<file path="src/rtl/spi_buf_sched.sv">
// Round-robin scheduler: finds pending command slots on buffer port B, runs them on the SPI engine, writes results back.
// Optional WAIT watchdog is compiled in with `define SPI_SCHED_TIMEOUT_EN.
module spi_buf_sched #(
  parameter int DEPTH_LOG2  = 8,
  parameter int TIMEOUT_CYC = 65535
) (
  input  logic                  clk,
  input  logic                  rst,
  input  logic                  ena,
  output logic [DEPTH_LOG2-1:0] buf_addrb,
  input  logic [31:0]           buf_rdata,
  output logic [31:0]           buf_wdata,
  output logic                  web,
  output logic                  eng_start,
  output logic                  eng_rw,
  output logic [6:0]            eng_addr,
  output logic [7:0]            eng_wdata,
  input  logic                  eng_busy,
  input  logic                  eng_done,
  input  logic [7:0]            eng_rdata,
  output logic                  irq,
  output logic [15:0]           done_cnt,
  output logic [2:0]            dbg_state
);

  typedef enum logic [2:0] {
    S_IDLE  = 3'd0,
    S_SCAN  = 3'd1,
    S_EVAL  = 3'd2,
    S_ISSUE = 3'd3,
    S_WAIT  = 3'd4,
    S_WB    = 3'd5
  } state_t;

  state_t                r_state;
  state_t                w_next;
  logic [DEPTH_LOG2-1:0] r_addr;
  logic                  r_rw;
  logic [6:0]            r_maddr;
  logic [7:0]            r_mdata;
  logic [31:0]           r_wdata;
  logic [15:0]           r_done_cnt;
  logic                  w_start;
  logic                  w_pending;
  logic                  w_timeout;
  logic                  w_finish;
  logic [7:0]            w_data;
  logic                  w_unused_bits;

  assign w_pending     = buf_rdata[30] & ~buf_rdata[31];
  assign w_unused_bits = &{1'b0, buf_rdata[28:15]};

`ifdef SPI_SCHED_TIMEOUT_EN
  localparam logic [31:0] TO_LAST = 32'(TIMEOUT_CYC - 1);
  logic [31:0] r_to_cnt;

  // Counter is cleared in ISSUE, so each WAIT visit starts from zero.
  always_ff @(posedge clk) begin
    if (rst) begin
      r_to_cnt <= '0;
    end else if (r_state == S_ISSUE) begin
      r_to_cnt <= '0;
    end else if (r_state == S_WAIT) begin
      r_to_cnt <= r_to_cnt + 32'd1;
    end
  end

  assign w_timeout = (r_state == S_WAIT) && !eng_done && (r_to_cnt == TO_LAST);
`else
  logic [31:0] w_unused_to;
  assign w_unused_to = TIMEOUT_CYC;
  assign w_timeout   = 1'b0;
`endif

  assign w_finish = eng_done | w_timeout;
  // Read data is taken only on a real done; writes and aborts keep the original byte.
  assign w_data   = (r_rw && eng_done) ? eng_rdata : r_mdata;

  always_comb begin
    w_next  = r_state;
    w_start = 1'b0;
    case (r_state)
      S_IDLE:  if (ena) w_next = S_SCAN;
      S_SCAN:  w_next = S_EVAL;
      S_EVAL: begin
        if (w_pending)  w_next = S_ISSUE;
        else if (ena)   w_next = S_SCAN;
        else            w_next = S_IDLE;
      end
      S_ISSUE: begin
        if (!eng_busy) begin
          w_start = 1'b1;
          w_next  = S_WAIT;
        end
      end
      S_WAIT:  if (w_finish) w_next = S_WB;
      S_WB:    w_next = ena ? S_SCAN : S_IDLE;
      default: w_next = S_IDLE;
    endcase
  end

  always_ff @(posedge clk) begin
    if (rst) begin
      r_state    <= S_IDLE;
      r_addr     <= '0;
      r_rw       <= 1'b0;
      r_maddr    <= '0;
      r_mdata    <= '0;
      r_wdata    <= '0;
      r_done_cnt <= '0;
    end else begin
      r_state <= w_next;
      case (r_state)
        S_EVAL: begin
          r_rw    <= buf_rdata[29];
          r_maddr <= buf_rdata[6:0];
          r_mdata <= buf_rdata[14:7];
          if (!w_pending) r_addr <= r_addr + 1'b1;
        end
        S_WAIT: begin
          if (w_finish)
            r_wdata <= {1'b1, 1'b0, r_rw, 13'b0, w_timeout, w_data, r_maddr};
        end
        S_WB: begin
          r_addr     <= r_addr + 1'b1;
          r_done_cnt <= r_done_cnt + 16'd1;
        end
        default: ;
      endcase
    end
  end

  assign buf_addrb = r_addr;
  assign buf_wdata = r_wdata;
  assign web       = (r_state == S_WB);
  assign irq       = (r_state == S_WB);
  assign eng_start = w_start;
  assign eng_rw    = r_rw;
  assign eng_addr  = r_maddr;
  assign eng_wdata = r_mdata;
  assign done_cnt  = r_done_cnt;
  assign dbg_state = r_state;

endmodule

</file>
<file path="config.mk">
export PLATFORM = sky130hd
export DESIGN_NAME = spi_buf_sched
export DESIGN_NICKNAME = d
export VERILOG_FILES = /design/src/rtl/spi_buf_sched.sv
export SDC_FILE = /design/constraint.sdc
export NUM_CORES = 1
export LEC_CHECK = 0
export BUFFER_PORTS_ARGS = -buffer_cell sky130_fd_sc_hd__buf_2
export CAP_MARGIN = 20
export CORE_MARGIN = 3
export CORE_UTILIZATION = 26
export CTS_CLUSTER_DIAMETER = 200
export DETAILED_ROUTE_END_ITERATION = 10
export PLACE_DENSITY = 0.57
export SKIP_LAST_GASP = 1
export SYNTH_ARGS = -nofsm -noshare
export SYNTH_HDL_FRONTEND = slang
export SYNTH_SLANG_ARGS = --single-unit
</file>
<file path="constraint.sdc">
create_clock -name clk -period 1.5 [get_ports clk]
set_input_delay 0.3 -clock clk [delete_from_list [all_inputs] [get_ports clk]]
set_output_delay 0.3 -clock clk [all_outputs]
set_load 0.005 [all_outputs]
</file>
**Word-level counts from Yosys, hierarchy flattened**

Index checks and enable logic that the tools add are counted.
W data, S select, Z words.

- Flip-flop bits (word level): 60
- Word-level logic and storage cells: 37

- Add/sub/neg operators: 2
- Eq/ne operators: 9
- Multiplexer cells: 11
- Bitwise operators: 2
- Reduce and logical (&&, ||, !) cells: 6

Operators with widths:

| cell | count |
|---|---|
| $pmux W3 S6 | 1 |
| $add A16 B1 Y16 const B | 1 |
| $mux W8 | 2 |
| $pmux W8 S2 | 1 |
| $mux W3 | 3 |
| $add A8 B1 Y8 const B | 1 |
| $ne A2 B2 Y1 const B | 4 |
| $eq A3 B2 Y1 const B | 2 |
| $eq A3 B3 Y1 const B | 2 |
| $reduce_and A2 Y1 | 2 |
| $eq A3 B1 Y1 const B | 1 |
| $logic_not A3 Y1 | 1 |
| $mux W1 | 3 |
| $reduce_and A3 Y1 | 1 |
| $mux W2 | 1 |
| $reduce_bool A2 Y1 | 1 |
| $and A1 B1 Y1 | 1 |
| $logic_and A1 B1 Y1 | 1 |
| $not A1 Y1 | 1 |

**Longest topological paths before layout**

- Word-level depth: 4
- Gate-level depth with buffers: 7
- Mapped depth without buffers: 4

**Least setup slack after synthesis**

No wires, ideal clock.

- Kind: register -> register
- From: register r_state[2], in the netlist dbg_state[2]
- To: register r_done_cnt[15], in the netlist done_cnt[15]
- Setup time: 70 ps
- Data arrival time: 1,581 ps
- Data required time: 1,430 ps
- Path slack: -151 ps
- Stages on the path, launching flop included: 6
- Period minus slack after synthesis: 1,651 ps
- Cells stage by stage: dfxtp_1 -> buf_6 -> nand4b_4 -> or3_4 -> or4_1 -> a21oi_1

- Word-level cells in the longest chain between the ends: 1

RTL lines:

| what | line | source |
|---|---|---|
| from (decl) | 35 | `state_t r_state;` |
| from (signal assigned) | 112 | `r_state <= w_next;` |
| $eq A3 B3 Y1 | 113 | `case (r_state)` |
| to (signal assigned) | 126 | `r_done_cnt <= r_done_cnt + 16'd1;` |
| to (decl) | 42 | `logic [15:0] r_done_cnt;` |

Every way passes these cells.
A chain may end at the register's enable or synchronous reset.

**Final worst setup path**

- From: register r_state[1], in the netlist dbg_state[1]
- To: register r_done_cnt[15], in the netlist done_cnt[15]

The elaborated chain is that of the path after synthesis.

==> metrics <==
first-pass GRT wire length 11.09 mm; antenna viol nets, final 0; overall power 3368 uW; fraction of power consumed by the clock network 44.3%; via count 2,501; final slew viol count 0; net count reported at finish 479; critical path, cell by cell buf_6, nand4b_4, or3_4, or4_1, a21oi_1; cell internal power dissipation 2579 uW; clock latency on the worst-skew pair 330 ps; count of different cell masters after synthesis 43; area share of the largest cell type after synthesis 45.24%; number of vias per cell after detailed routing 4.388; hold violation total from the final report 0; Area contributors post-synth dfxtp_1, nand2_1, nor2_1; Max Cap Viol 0; kind of start point of the critical path register; result of the run finished, violations left; post-placement setup slack -52.72 ps; DP HPWL 5.000 mm; arrival time at the worst endpoint 1890 ps; sinks on the clock net 60; Comb pwr share 7.2%; die span in y 107.1 um; Critical Path Slowest Stage Cell or4_1; number of rows in the core area 36; drc violations 0; top-count cell post-synth dfxtp_1; total global routing track utilization 12.13%; I/O pin total 123; skew final 4.254 ps; # diodes 0; final worst path period need 1624 ps; weighted congestion reported at the end of routability-driven placement 0.7406; Core ar. 9864 um^2; portion of the clock cycle consumed by the worst path in the final layout 108.3%; # fillers 1,030; Yosys warnings 0; Post-Synthesis Cell Area 2655 um^2; source of the worst register-to-register timing path dbg_state[1]$_SDFFE_PP0P_; EDFF count, synth 0; min-delay src buf_rdata[4]; highest cell delay on the worst timing path 470 ps; sequential-to-total area share from yosys stat 45.24%; hold-fix buffer count after cts 0; Inserted Clock Buffers 9; WL final 6.947 mm; Worst Path Required 1760 ps; setup_tns -441.6 ps; die outline area 11,460 um^2; violated checks setup timing; grt total ovfl 0; worst-path fanout max 4; width of the die 107.1 um; root buffer selected by CTS clkbuf_8; Starting Density 26.92%; proportion of layout cells with a drive suffix above 1 38.90%; WL per Instance 12.19 um; dominant register cell in the synthesized netlist dfxtp_1; type of the setup path with the least slack register to register; leakage component of the power 0.001650 uW; Worst IR Drop VDD 579.3 uV; path category of the worst min-delay check primary input to register; count of final setup violators 4; register area 1206 um^2; kind of end point of the critical path register; synthesized area divided by synthesized cell count 8.592 um^2; power per cell area 901.7 nW/um^2; area leader, netlist dfxtp_1; net switching component of the power 788.3 uW; count of H-tree levels built during CTS 3; maximum number of pins on one net before global-route repair 34; maximum clock path buffer count 2; synthesized flop and latch total 60; CTS tree yes; Net Sw Frac 23.41%; setup repair after global routing missed its margin yes; filler-free cell count of the finished design 570; total placed cells including tap cells 544; post-synthesis cell count 309; upper clock frequency limit 0.6156 GHz; share of synthesized registers carrying an async set or reset 0%; footprint of the multi-input gates 1308 um^2; antenna violations before repair 0; number of port buffers 93; Initial DRC Count 116; final critical-path setup slack -124.5 ps; most frequent cells after synthesis dfxtp_1, nand2_1, nor2_1, a21oi_1, buf_4; via count of the first global-routing pass 2,329; area added between synthesis and finish 40.67%; 1st-pass router iterations 4; portion of total power attributed to sequential cells 48.5%; clock-pin slew of the registers on the worst-case setup and hold paths 70 ps; start point of the critical path dbg_state[1]$_SDFFE_PP0P_
-- worst paths after layout --
check                                                 end  slack [ps]  cells after the start
worst max-delay path            done_cnt[15]$_SDFFE_PP0N_        -120                      5
worst min-delay path             eng_addr[4]$_SDFFE_PP0N_         210                      3
worst max register to register  done_cnt[15]$_SDFFE_PP0N_        -120                      5
worst min register to register   eng_addr[4]$_SDFFE_PP0N_         470                      2
-- worst max-delay path, delay by kind of cell (launching register included) --
kind / cells / cell delay [ps]
buf+inv: 1 / 110
simple gates: 3 / 990
flops: 1 / 340
compound gates: 1 / 120
-- cells in the final DEF, fill, tap and decap left out, types with 7 or more instances in the layout --
master	n
buf_2	91
dfxtp_1	56
nand2_1	48
nor2_1	37
buf_4	33
a21oi_1	25
conb_1	15
nand3_1	13
clkbuf_8	11
mux2i_1	10
a311oi_1	8
xor2_1	8
buf_6	8
o21ai_0	7
-- registers in the layout (all words and copies together) (netlist names) --
register,cells
buf_addrb,8
buf_wdata,17
eng_addr,7
eng_rw,1
dbg_state,3
eng_wdata,8
done_cnt,16
-- cells by family after synthesis --
group,after synthesis,synth area share (%)
AND/OR/NAND/NOR,135,25.31
adder cells (fa/ha/maj),2,0.9424
flip-flops,60,45.24
AO/OA/AOI/OAI,48,10.70
multiplexers,11,4.194
other,1,0.1412
XOR/XNOR,12,3.958
buffers and inverters,40,9.519
-- power by group through the flow --
| stage | Sequential (uW) | Clock (uW) | Combinational [uW] |
|---|---|---|---|
| after floorplan | 1670 | 0 | 145 |
| after global placement | 1670 | 0 | 219 |
| after detailed placement | 1670 | 0 | 221 |
| after CTS | 1630 | 1560 | 239 |
| after global routing | 1640 | 1620 | 272 |
| final | 1630 | 1490 | 241 |
-- repair_timing --
action                                  in CTS  in global routing
endpoints found under the setup margin      10                 27
buffers inserted                             8                  2
cloned                                       0                  0
pin swaps                                    4                  2
resized for setup                           12                 10
-- metal layers --
metal / vias up / GRT usage, % / part of all wire, %
met1: 1139 / 13.52 / 42
met3: 6 / 4.636 / 7.1
li1: 1272 / - / -
met2: 84 / 21.63 / 50
met4: 0 / 3.014 / 0.98
met5: - / 0 / 0
-- area by class of cell --
cell class / instances / area share (%)
clock buffer: 12 / 4.154
clock inverter: 4 / 1.273
inverter: 4 / 0.5025
multi-input combinational: 223 / 35.01
sequential: 60 / 32.29
tap: 133 / 4.456
timing repair buffer: 134 / 22.31
-- stage by stage --
step | hold WS (ps) | util [%] | instance area, um^2
2_1_floorplan | 433.3 | - | 2724
3_3_place_gp | 455.0 | 34.12 | 3366
3_5_place_dp | 463.4 | 34.12 | 3366
4_1_cts | 183.0 | 37.34 | 3684
5_1_grt | 197.8 | 37.86 | 3735
6_report | 208.9 | 37.86 | 3735
No activity file was read; power rests on OpenSTA's default activity.
